**src/rtl/fm_freq_decimator.sv**
```systemverilog
// fm_freq_decimator: drops the first SKIP valid frequency samples after reset,
// boxcar-averages each following block of DECIM samples, and queues the
// results in a 2-entry FIFO toward the audio back end.
//   clk, rst            : clock, synchronous active-high reset
//   freq_i, valid_i     : signed instantaneous-frequency input stream
//   freq_o, valid_o     : FIFO head (registered), FIFO non-empty
//   ready_i             : downstream pop when valid_o is high
//   overflow_o          : sticky, a result was dropped on a full FIFO
module fm_freq_decimator #(
  parameter int DECIM      = 8,
  parameter int LOG2_DECIM = 3,
  parameter int SKIP       = 2,
  parameter int IN_W       = 16
) (
  input  logic            clk,
  input  logic            rst,
  input  logic [IN_W-1:0] freq_i,
  input  logic            valid_i,
  output logic [IN_W-1:0] freq_o,
  output logic            valid_o,
  input  logic            ready_i,
  output logic            overflow_o
);

  localparam int ACC_W  = IN_W + LOG2_DECIM;
  localparam int SKIP_W = (SKIP > 1) ? $clog2(SKIP + 1) : 1;
  localparam logic [SKIP_W-1:0] SKIP_LAST = SKIP_W'((SKIP > 0) ? SKIP - 1 : 0);

  typedef enum logic {
    S_SKIP,
    S_ACCUM
  } state_t;

  localparam state_t RESET_STATE = (SKIP == 0) ? S_ACCUM : S_SKIP;

  state_t                state_q, state_d;
  logic [SKIP_W-1:0]     skip_q, skip_d;
  logic [ACC_W-1:0]      acc_q, acc_d;
  logic [LOG2_DECIM-1:0] cnt_q, cnt_d;
  logic [IN_W-1:0]       head_q, head_d;
  logic [IN_W-1:0]       tail_q, tail_d;
  logic [1:0]            count_q, count_d;
  logic                  ovf_q, ovf_d;

  logic [ACC_W-1:0]      freq_ext;
  logic [ACC_W-1:0]      sum;
  logic [IN_W-1:0]       result;
  logic                  push;
  logic                  pop;

  always_comb begin
    state_d  = state_q;
    skip_d   = skip_q;
    acc_d    = acc_q;
    cnt_d    = cnt_q;
    push     = 1'b0;
    freq_ext = {{LOG2_DECIM{freq_i[IN_W-1]}}, freq_i};
    sum      = acc_q + freq_ext;
    // Dropping the low LOG2_DECIM bits is the arithmetic shift (floor);
    // the average of IN_W-bit samples always fits back in IN_W bits.
    result   = sum[ACC_W-1:LOG2_DECIM];

    unique case (state_q)
      S_SKIP: begin
        if (valid_i) begin
          skip_d = skip_q + 1'b1;
          if (skip_q == SKIP_LAST) begin
            state_d = S_ACCUM;
          end
        end
      end
      S_ACCUM: begin
        if (valid_i) begin
          if (cnt_q == '1) begin
            push  = 1'b1;
            acc_d = '0;
            cnt_d = '0;
          end else begin
            acc_d = sum;
            cnt_d = cnt_q + 1'b1;
          end
        end
      end
      default: state_d = RESET_STATE;
    endcase
  end

  // FIFO kept as head/tail registers so freq_o is always a flop output.
  always_comb begin
    head_d  = head_q;
    tail_d  = tail_q;
    count_d = count_q;
    ovf_d   = ovf_q;
    pop     = (count_q != 2'd0) && ready_i;

    unique case (count_q)
      2'd0: begin
        if (push) begin
          head_d  = result;
          count_d = 2'd1;
        end
      end
      2'd1: begin
        if (push && pop) begin
          head_d = result;
        end else if (push) begin
          tail_d  = result;
          count_d = 2'd2;
        end else if (pop) begin
          count_d = 2'd0;
        end
      end
      default: begin
        if (pop) begin
          head_d = tail_q;
          if (push) begin
            tail_d = result;
          end else begin
            count_d = 2'd1;
          end
        end else if (push) begin
          ovf_d = 1'b1;
        end
      end
    endcase
  end

  always_ff @(posedge clk) begin
    if (rst) begin
      state_q <= RESET_STATE;
      skip_q  <= '0;
      acc_q   <= '0;
      cnt_q   <= '0;
      head_q  <= '0;
      tail_q  <= '0;
      count_q <= '0;
      ovf_q   <= 1'b0;
    end else begin
      state_q <= state_d;
      skip_q  <= skip_d;
      acc_q   <= acc_d;
      cnt_q   <= cnt_d;
      head_q  <= head_d;
      tail_q  <= tail_d;
      count_q <= count_d;
      ovf_q   <= ovf_d;
    end
  end

  assign freq_o     = head_q;
  assign valid_o    = (count_q != 2'd0);
  assign overflow_o = ovf_q;

endmodule

```
**config.mk**
```make
export PLATFORM = sky130hd
export DESIGN_NAME = fm_freq_decimator
export DESIGN_NICKNAME = d
export VERILOG_FILES = /design/src/rtl/fm_freq_decimator.sv
export SDC_FILE = /design/constraint.sdc
export NUM_CORES = 1
export LEC_CHECK = 0
export BUFFER_PORTS_ARGS = -buffer_cell sky130_fd_sc_hd__buf_2
export CAP_MARGIN = 20
export CORE_ASPECT_RATIO = 1.4
export CORE_MARGIN = 4
export CORE_UTILIZATION = 53
export CTS_CLUSTER_SIZE = 20
export DETAILED_ROUTE_END_ITERATION = 7
export PLACE_DENSITY = 0.77
export SLEW_MARGIN = 20
export SYNTH_ARGS = -nofsm -noshare
export SYNTH_HDL_FRONTEND = slang
export SYNTH_SLANG_ARGS = --single-unit
```
**constraint.sdc**
```tcl
create_clock -name clk -period 2.3 [get_ports clk]
set_clock_uncertainty 0.1 [all_clocks]
set_input_delay 0.46 -clock clk [delete_from_list [all_inputs] [get_ports clk]]
set_output_delay 0.46 -clock clk [all_outputs]
set_load 0.01 [all_outputs]
```
Word-level counts from Yosys, hierarchy flattened --
Cells that the tools add are included.
Word-level totals: output and inout port bits 18, input port bits 20, logic and storage cells 59, bits in registers 60
Operators by class: eq/ne operators 8, muxes and demuxes 23, bitwise logic cells 4, $add $sub $neg 3, reductions and logical operators 13
Operators by type and width (count):
- $mux W16 | 6
- $pmux W16 S2 | 2
- $add A19 B19 Y19 | 1
- $mux W19 | 1
- $mux W2 | 6
- $reduce_and A3 Y1 | 3
- $mux W1 | 6
- $ne A2 B2 Y1 const B | 3
- $reduce_and A5 Y1 | 1
- $eq A2 B1 Y1 const B | 2
- $not A1 Y1 | 4
- $pmux W2 S2 | 1
- $reduce_and A2 Y1 | 2
- $reduce_bool A2 Y1 | 2
- $add A3 B1 Y3 const B | 1
- $eq A3 B3 Y1 const B | 1
- $mux W3 | 1
- $ne A3 B1 Y1 const B | 1
- $ne A3 B3 Y1 const B | 1
- $reduce_bool A3 Y1 | 1
- $add A2 B1 Y2 const B | 1
- $logic_and A1 B1 Y1 | 2
- $logic_not A2 Y1 | 1
- $reduce_or A2 Y1 | 1

Logic depth before layout (Yosys ltp) --
Gate-level depths: netlist of run 1.
depth after elaboration 7, depth in mapped cells 9, depth with buffers taken out 8

Least setup slack after synthesis of run 1 --
Ideal clock, no wire load.
kind input -> register, from in freq_i[0], to reg acc_q[12], setup time 101 ps, arrival 2314 ps, setup slack -215 ps, path buffers 0, required time 2099 ps, stages 8, cell sequence ha_1 -> fa_1 -> a211oi_1 -> o211ai_2 -> a2111oi_2 -> nor3_1 -> xnor2_1 -> o41ai_1
On the way: cells in the longest elaborated chain, start to end 2
RTL lines:
- start: declaration | RTL line 17 | input logic [IN_W-1:0] freq_i,
- $add A19 B19 Y19 | RTL line 58 | sum = acc_q + freq_ext;
- $mux W19 | RTL line 74 | if (cnt_q == '1) begin
- end signal: assignment | RTL line 132 | acc_q <= '0;
- end signal: assignment | RTL line 141 | acc_q <= acc_d;
- end: declaration | RTL line 38 | logic [ACC_W-1:0] acc_q, acc_d;
No other way between the ends. A chain may end at the register's enable or synchronous reset.

Final worst setup path of run 1 --
from reg acc_q[0], to reg tail_q[13]
On the way: cells in the longest elaborated chain, start to end 4, elaborated cells between the ends (all ways) 5, those cells by class 1 x add/sub; 4 x mux
RTL lines:
- $add A19 B19 Y19 (*) | RTL line 58
- $mux W16 (*) | RTL line 106, 116
- $mux W16 (on tied branches) | RTL line 114, 104
- $pmux W16 S2 (*) | RTL line 96 | unique case (count_q)
- end signal: assignment | RTL line 144 | tail_q <= tail_d;
- end: declaration | RTL line 41 | logic [IN_W-1:0] tail_q, tail_d;
Mark *: on every way between the ends. The rest lies on a longest branch, timed or not. The select of a mux whose other input is x is not followed.

==> impl_metrics.ini, run 1 <==
[grt]
antenna_found_initial = 0
grt.total_usage_pct = 25.3
globalRoute.totalOverflow = 0
grt_pass1_wl_microns = 15000
grt_pass1_vias = 3231
grt_max_degree = 23

[clock_tree]
htreeDepth = 3
root_buffer = clkbuf_8
cts_tree = built
cts_buffers = 9
insertion_delay_ns = 0.34
ctsHoldBuffers = 0
clk_pin_slew_ns = 0.07
clock_sinks = 60
clockBufferDepth = 2

[final_layout]
fin_area_sq_um = 4300
syn_to_final_growth_pct = 29.8
n_antenna_cell = 0
drive_gt1_share_pct = 28.9
final_common_cell = nand2_1
final_cell_mix = nand2_1, dfxtp_1, buf_4
fin_nets = 531

[sta]
fin_ws_ns = -0.0986
slew_headroom_pct = 59.3
finalSetupViolCount = 12
timing.hold.ws_ns = 0.354
finalCriticalPeriod_ns = 2.40
fmaxAchievable_ghz = 0.417
fin_crit_sh_pct = 104
rsz0062_at_grt = true
worstMarginPinSlew_ns = 0.611
hold_violations = 0
final_max_slew_viol_count = 0

[yosys]
synth_top_family_by_area = compound AO/OA/AOI/OAI gates
yosys.area_share.xor_xnor_pct = 4.76
synth_seq_cells = 60
syn_area_per_cell_sq_um = 8.05
synth_top_cell_by_area = dfxtp_1
ys_async_sr_fraction_pct = 0
synthAdderAreaFrac_pct = 8.54
syn-instance-count = 411
ys_types = 50
synth_flop_cell = dfxtp_1
syn_area_sq_um = 3310
ys_seq_area_share_pct = 36.3
synth_area_leaders = dfxtp_1, ha_1, a21oi_1
yosysWarnings = 0
synth_top_area_share_pct = 36.3
synthMuxAreaShare_pct = 0.605
synth_edf_count = 0
synth_nets = 453
synth_simple_gate_area_share_pct = 18.9
synth_compound_area_share_pct = 27.1

[critical_path]
worstPathRequired_ns = 2.42
worstSetupStartpointType = flip-flop
crit_type = reg -> reg
worstPathMaxFanout = 3
crit_arrival_ns = 2.52
critPathCaptureType = flip-flop

[place]
dpl_cell_area_sq_um = 3870
dp_hpwl_microns = 6470
preCtsSetupSlack_ns = -0.345
gp_congestion = 0.905
port_buffers = 37

[pwr]
comb_power_share_pct = 16.1
finalPower_uw = 2430
p_sw_share_pct = 28.7
p_int_uw = 1730
power.share.clock_pct = 39.8
p_leak_uw = 0.00186
netSwitchingPower_uw = 697
peakVddDrop_mv = 0.344
sequentialPowerShare_pct = 44.1
power.density_nw_per_um2 = 565

[drt]
drc = 0
routed_via_density = 6.15
drt-pass1-iter-count = 5
wl_microns = 9500
dr.first_iter.drc_count = 231
postRouteAntennaNets = 0
vias = 3469
drt-wirelength-per-cell_microns = 16.8

[run_status]
violations = setup timing
status = finished, violations left

[floorplanning]
core.rowCount = 33
initial_core_util_pct = 55.7
fp.dieArea_sq_um = 7590
core-area_sq_um = 5950
die_w_microns = 74.8
io-pin-count = 38
die_h_microns = 102

[min_path]
hold_class = in -> reg

[run]
maxCapViolCount = 0
-- Yosys cell counts, types with 2 or more instances --
cell       number
nand2_1        62
inv_1           7
nand3_1        12
o21ai_0        18
a211oi_1        5
a22oi_1        12
a21boi_0        2
a21o_1          6
nand2b_1        3
dfxtp_1        60
nor2_1         39
or2_2           2
a311oi_1        4
a31oi_1         6
nand4_1         3
mux2i_1         2
buf_2           5
nor3b_1         2
o41ai_1         4
ha_1           21
a2111oi_2       2
nor3_1          9
xnor2_1        12
a21oi_1        47
o22ai_1         4
and3_1          4
o211ai_2        3
nor4_1          2
a2111o_1        2
clkbuf_1       18
nor2b_1         2
xor2_1          6
and2_1          3
o211ai_1        6
-- path summary, 6_finish.rpt --
check | start | endpoint | slack [ns] | depth (start not counted)
worst max-delay path | acc_q[0] | tail_q[13] | -0.1 | 9
worst min-delay path | valid_i | cnt_q[1] | 0.35 | 3
worst max register to register | acc_q[0] | tail_q[13] | -0.1 | 9
worst min register to register | tail_q[3] | tail_q[3] | 0.36 | 2
-- critical path: stages, from the launching register on --
cell and delay (ns):
dfxtp_2 0.33, ha_4 0.16, fa_2 0.38, a211oi_4 0.29
o211ai_2 0.15, buf_4 0.18, nand3_2 0.08, and2b_2 0.22
mux2i_4 0.30, a211oi_2 0.10
-- sequential cells by signal, indices dropped and copies added, names as in the netlist --
register and count:
freq_o 16, count_q 2, state_q 1, tail_q 16, acc_q 19, overflow_o 1
skip_q 2, cnt_q 3
-- metal layers --
| layer | global-route usage [%] | vias to the layer above | routed length, microns |
|---|---|---|---|
| met5 | 0 | - | 0 |
| met4 | 9.59 | 0 | 304 |
| met3 | 4.37 | 33 | 620 |
| met2 | 42.7 | 154 | 4750 |
| met1 | 31.8 | 1633 | 3830 |
| li1 | - | 1649 | - |
-- kinds of logic after synthesis --
kind of cell / after synthesis
and+or+nand+nor: 144
xor gates and xnor gates: 18
AOI/OAI and AO/OA: 133
DFF: 60
buffers and inverters: 32
adders and majority gates: 22
muxes: 2
-- through the flow --
stage | utilization, % | cells | TNS (ns)
after floorplan | - | 411 | -0.0863
after global placement | 65.2 | 543 | -4.34
after detailed placement | 65.2 | 543 | -5.38
after CTS | 68.8 | 561 | -0.0788
after global routing | 72.3 | 564 | -1.92
final | 72.3 | 564 | -0.702
-- power by group through the flow --
stage / sequential (uW) / clock, uW / combinational [uW]
after floorplan: 1090 / 0 / 211
after global placement: 1090 / 0 / 330
after detailed placement: 1090 / 0 / 340
after CTS: 1070 / 977 / 344
after global routing: 1070 / 1020 / 425
final: 1070 / 967 / 391
-- area by class of cell --
cell class	instances	area, sq um
clock buffer	9	124
clock inverter	7	75.1
tap	70	87.6
multi-input combinational	319	2190
timing repair buffer	91	591
sequential	60	1200
inverter	8	30.0
fill	454	1650
-- repair_timing --
action                                  4_1_cts  5_1_grt
gates resized for setup                       1       33
endpoints found under the setup margin        5       31
pin swaps                                     2       14
setup buffers                                 2        3
cloned                                        0        0
No activity file was read; power rests on OpenSTA's default activity.
==> inputs of run 2 (changes only) <==
- ABC_AREA: default -> 1
- clock period: 2.3 -> 2.09 ns (I/O delays scaled with it)
==> run 2 against run 1 <==
  * The run now ends clean
  * Sequential share of layout area up 1.9 points
  * Utilization down 8.4 points
  * Global-route usage down 3.0 points
  * Sequential power up 10%
  * Register-to-register slack better by 0.21 ns
  * Count of clock-buffer cells in the layout up 1
  * Critical path depth up 1
  * Fmax up 21%
  * Sequential cell count unchanged
  * Setup slack better by 0.21 ns
  * Combinational power down 17%
  * Synthesized cell count up 29%
  * Highest routed layer unchanged
==> impl_metrics.ini, run 2 <==
[drt]
highest_layer = met4
drc = 0
routed_via_density = 5.31
drt-wirelength-per-cell_microns = 13.1
vias = 3483
dr.first_iter.drc_count = 299
wl_microns = 8600
postRouteAntennaNets = 0
drt-pass1-iter-count = 5
met2_wirelength_microns = 4250
wl_met3_microns = 456
wl_met1_microns = 3750

[yosys]
ys_types = 34
yosysMostFrequentCell = nand2_1
ys_seq_area_share_pct = 34.5
synth_flop_cell = dfxtp_1
ys_async_sr_fraction_pct = 0
syn_area_sq_um = 3480
synth_edf_count = 0
synth_top_area_share_pct = 34.5
synth_area_leaders = dfxtp_1, nand2_1, a21oi_1
yosysWarnings = 0
synth_top_cell_by_area = dfxtp_1
synth_common_cells = nand2_1, a21oi_1, dfxtp_1, nor2_1, inv_1
syn_area_per_cell_sq_um = 6.56
synth_seq_cells = 60
synth_nets = 572
syn-instance-count = 530

[final_layout]
fin_area_sq_um = 4020
final_cell_mix = nand2_1, a21oi_1, nor2_1, dfxtp_1, inv_1
syn_to_final_growth_pct = 15.7
n_antenna_cell = 0
post-route-util_pct = 63.9
final_common_cell = nand2_1
drive_gt1_share_pct = 15.6
regMostFlops = acc_q
fin_nets = 621
largest_reg_flops = 19

[critical_path]
crit_type = reg -> reg
reg2reg_depth = 10
r2r_slack_ns = 0.12
crit_family = simple AND/OR/NAND/NOR gates
worstPathRequired_ns = 2.23
cp_common_cell = nand2_1
worstSetupStartpointType = flip-flop
reg2reg_from = acc_q[0]
worstPathMaxFanout = 4
crit_chain = ha_1 -> fa_2 -> buf_4 -> nand3_1 -> nand3_2 -> or2_1 -> nand2_1 -> nand2_1 -> o211ai_1 -> inv_1
crit_arrival_ns = 2.11
max_stage_delay_ns = 0.35
cp.buffers_inverters = 2
slowest_stage = fa_2
critPathCaptureType = flip-flop
reg2reg_to = tail_q[7]

[clock_tree]
clockBufferDepth = 2
clk_pin_slew_ns = 0.07
clock_sinks = 60
cts_tree = built
htreeDepth = 3
root_buffer = clkbuf_8
insertion_delay_ns = 0.34
cts_buffers = 9

[grt]
grt_max_degree = 45
globalRoute.totalOverflow = 0
grt_pass1_wl_microns = 14600
antenna_found_initial = 0
grt.total_usage_pct = 22.3
grt_pass1_vias = 3291

[sta]
finalSetupViolCount = 0
hold_violations = 0
fin_crit_sh_pct = 94.5
finalCriticalPeriod_ns = 1.97
timing.hold.ws_ns = 0.248
worstMarginPinSlew_ns = 0.493
rsz0062_at_grt = false
slew_headroom_pct = 67.1
fmaxAchievable_ghz = 0.506
final_max_slew_viol_count = 0

[min_path]
hold_class = in -> reg
min_to = state_q
min-delay-start = valid_i
worstHoldPathCells = 3

[run_status]
status = completed

[pwr]
p_leak_uw = 0.00216
power.density_nw_per_um2 = 640
peakVddDrop_mv = 0.452

[floorplanning]
core-area_sq_um = 6300
die_w_microns = 76.5
core.rowCount = 34
io-pin-count = 38
die_h_microns = 104
initial_core_util_pct = 55.2
fp.dieArea_sq_um = 7940

[place]
gp_congestion = 0.897
dpl_cell_area_sq_um = 3800
port_buffers = 37
dp_hpwl_microns = 6230

[run]
maxCapViolCount = 0
==> run 2: cell count changes in the layout (fill, tap and decap cells not counted), sizes merged, moves of 6 or more <==
cell / change
nand2: +93
inv: +52
buf: -34
nor2: +23
a21oi: +21
nand3: +19
a22oi: -12
o21ai: +11
xnor2: -10
nor3: -7
o211ai: -7
a21o: -6
a31oi: -6
==> run 2: tightest hold or removal path, stage by stage <==
cell and delay, ns:
buf_2 0.12, nand2_1 0.06, a21oi_1 0.05
==> run 2: how the worst max path moves through the flow <==
| stage | from | to | slack [ns] | cells past startpoint |
|---|---|---|---|---|
| 3_5_place_dp | freq_i[0] | tail_q[15] | -0.17 | 12 |
| 5_1_grt | acc_q[6] | freq_o[8] | 0.002 | 11 |
| 3_3_place_gp | freq_i[0] | tail_q[5] | -0.12 | 12 |
| 2_1_floorplan | freq_i[0] | tail_q[5] | 0.005 | 11 |
| 6_report | acc_q[0] | tail_q[7] | 0.12 | 10 |
| 4_1_cts | acc_q[0] | tail_q[15] | 0.05 | 11 |
==> run 2: final cells by class <==
type | instances | area [sq um]
well taps | 72 | 90.1
flip-flops and latches | 60 | 1200
clock inverters | 6 | 63.8
multi-input cells | 391 | 1970
fillers | 600 | 2270
repair buffers | 57 | 335
clock buffers | 10 | 138
inverters | 60 | 225
==> run 2: layer usage <==
layer	GRT usage (%)	up-vias
met3	4.86	15
met1	27.9	1581
li1	-	1795
met4	7.51	0
met5	0	-
met2	37.8	92
==> run 2: logic make-up after synthesis <==
family,after synthesis,synth area share (%)
adder cells (fa/ha/maj),22,8.13
XOR/XNOR,8,2.23
flip-flops,60,34.5
buffers and inverters,79,9.50
AO/OA/AOI/OAI,104,15.5
AND/OR/NAND/NOR,257,30.1
==> run 2: stage by stage <==
step | instances | worst slack (ns) | setup TNS, ns | total power (uW)
after CTS | 656 | 0.0468 | 0 | 2580
after floorplan | 530 | 0.00450 | 0 | 1420
after global placement | 640 | -0.116 | -0.822 | 1510
after detailed placement | 640 | -0.170 | -1.67 | 1520
final | 656 | 0.115 | 0 | 2570
after global routing | 656 | 0.00212 | 0 | 2690
==> run 2: where the power goes <==
group / internal, uW / leakage [uW] / switching [uW]
Clock: 580 / 0.0000983 / 495
Combinational: 120 / 0.00157 / 204
Sequential: 1160 / 0.000484 / 12.1
Total: 1860 / 0.00216 / 710
==> run 2: what timing repair did <==
| item | 4_1_cts | 5_1_grt |
|---|---|---|
| setup buffers | 0 | 0 |
| endpoints found under the setup margin | 0 | 17 |
| hold buffers | 0 | 0 |
| gates resized for setup | 0 | 10 |
==> inputs of run 3 (changes only) <==
- CELL_PAD_IN_SITES_DETAIL_PLACEMENT: default -> 1
- CELL_PAD_IN_SITES_GLOBAL_PLACEMENT: default -> 1
- CORE_UTILIZATION: 53 -> 38
- PLACE_DENSITY: 0.77 -> 0.78
- RECOVER_POWER: default -> 100
==> run 3 against run 2 <==
  * Die area up 36%
  * Count of clock-buffer cells in the layout up 2
  * Register-to-register slack about the same
  * Non-clock buffer count up 11
  * Clock power up 37%
  * Critical path depth up 3
  * Via count up 3.1%
  * Design area up 5.4%
  * Fmax up 0.11%
  * Critical endpoint is now freq_o[11]
  * Cell count up 6.7%
  * Hold slack better by 0.013 ns
==> impl_metrics.ini, run 3 (synthesis gave the netlist of run 2 again) <==
[pwr]
p_leak_uw = 0.00217
p_int_uw = 2270
comb_power_share_pct = 11.9
peakVddDrop_mv = 0.468
power.share.clock_pct = 48.9
netSwitchingPower_uw = 734
power.density_nw_per_um2 = 710
sequentialPowerShare_pct = 39.2
p_sw_share_pct = 24.4

[drt]
dr.first_iter.drc_count = 141
wl_microns = 10800
drt-wirelength-per-cell_microns = 15.4
postRouteAntennaNets = 0
drt-pass1-iter-count = 4
vias = 3590
drc = 0
routed_via_density = 5.13

[final_layout]
regMostFlops = acc_q
drive_gt1_share_pct = 14.3
final_common_cell = nand2_1
largest_reg_flops = 19
final_cell_mix = nand2_1, a21oi_1, nor2_1, dfxtp_1, inv_1
n_antenna_cell = 0
syn_to_final_growth_pct = 21.9
fin_nets = 632

[grt]
globalRoute.totalOverflow = 0
antenna_found_initial = 0
grt_pass1_wl_microns = 17900
grt.total_usage_pct = 21.5
grt_pass1_vias = 3775
grt_max_degree = 45

[place]
port_buffers = 37
gp_congestion = 0.909
dp_hpwl_microns = 7870
preCtsSetupSlack_ns = -0.202

[sta]
fin_crit_sh_pct = 94.4
fin_ws_ns = 0.117
hold_violations = 0
timing.hold.ws_ns = 0.261
fmaxAchievable_ghz = 0.507
final_max_slew_viol_count = 0
finalSetupViolCount = 0
finalCriticalPeriod_ns = 1.97
worstMarginPinSlew_ns = 0.510
slew_headroom_pct = 66.0

[clock_tree]
htreeDepth = 3
ctsHoldBuffers = 0
clock_sinks = 60
root_buffer = clkbuf_16
clockBufferDepth = 2
insertion_delay_ns = 0.33
cts_tree = built
cts_buffers = 9
clk_pin_slew_ns = 0.05

[run]
maxCapViolCount = 0

[critical_path]
max_stage_delay_ns = 0.35
reg2reg_depth = 13
cp.depth = 13
crit_family = simple AND/OR/NAND/NOR gates
worstPathRequired_ns = 2.18
critPathCaptureType = flip-flop
slowest_stage = ha_1
crit_arrival_ns = 2.06
reg2reg_from = acc_q[5]
cp.buffers_inverters = 1
worstPathMaxFanout = 4
worstSetupStartpointType = flip-flop
crit_chain = ha_1 -> nand2_1 -> inv_1 -> nand2_1 -> nand2_1 -> nand2_1 -> nand3_4 -> nand2_1 -> nand2_1 -> nand2_1 -> nand3_1 -> nand2_1 -> a21oi_1
cp_common_cell = nand2_1
crit_type = reg -> reg
r2r_slack_ns = 0.12
reg2reg_to = freq_o[11]

[floorplanning]
fp.dieArea_sq_um = 10800
die_w_microns = 88.8
io-pin-count = 38
die_h_microns = 121
core.rowCount = 41
initial_core_util_pct = 38.7
core-area_sq_um = 8980

[min_path]
min-delay-start = valid_i
hold_class = in -> reg
min_to = state_q
worstHoldPathCells = 3

[run_status]
status = completed
run 3: area by class of cell:
class / instances / area (sq um)
repair buffers: 68 / 393
inverters: 60 / 225
well taps: 107 / 134
fillers: 1215 / 4740
flip-flops and latches: 60 / 1200
clock inverters: 2 / 35.0
multi-input cells: 391 / 1990
clock buffers: 12 / 256
run 3: metal layers:
metal / vias up / track usage (%) / routed length [microns]
met4: 0 / 6.52 / 204
met2: 55 / 39.1 / 5750
met1: 1707 / 24.7 / 4470
li1: 1812 / - / -
met3: 16 / 4.35 / 386
met5: - / 0 / 0
run 3: repair_timing:
action / in CTS / in global routing
setup buffers: 0 / 1
endpoints found under the setup margin: 0 / 27
resized for setup: 0 / 17
run 3: through the flow:
step | std cells | total power, uW | area, sq um | utilization, % | TNS [ns]
CTS | 699 | 3030 | 4210 | 46.9 | 0
floorplan | 530 | 1420 | 3480 | - | 0
finish | 700 | 3010 | 4240 | 47.2 | 0
global route | 700 | 3140 | 4240 | 47.2 | -0.00290
detailed placement | 685 | 1550 | 3920 | 43.6 | -3.14
global placement | 685 | 1530 | 3920 | 43.6 | -1.23
run 3: worst max-delay path by stage:
stage	to	startpoint	slack [ns]
after global routing	tail_q[14]	acc_q[8]	-0.003
after detailed placement	tail_q[5]	freq_i[0]	-0.20
after floorplan	tail_q[5]	freq_i[0]	0.005
final	freq_o[11]	acc_q[5]	0.12
after global placement	tail_q[5]	freq_i[0]	-0.12
after CTS	tail_q[5]	acc_q[0]	0.02
run 3: power by group through the flow:
| stage | clock network (uW) | logic [uW] | registers (uW) |
|---|---|---|---|
| 2_1_floorplan | 0 | 217 | 1200 |
| 3_3_place_gp | 0 | 333 | 1200 |
| 3_5_place_dp | 0 | 347 | 1200 |
| 4_1_cts | 1500 | 353 | 1180 |
| 5_1_grt | 1560 | 403 | 1180 |
| 6_report | 1470 | 359 | 1180 |
run 3: tightest hold or removal path: stages:
cell     delay [ns]
buf_2          0.12
nand2_1        0.06
a21oi_1        0.05
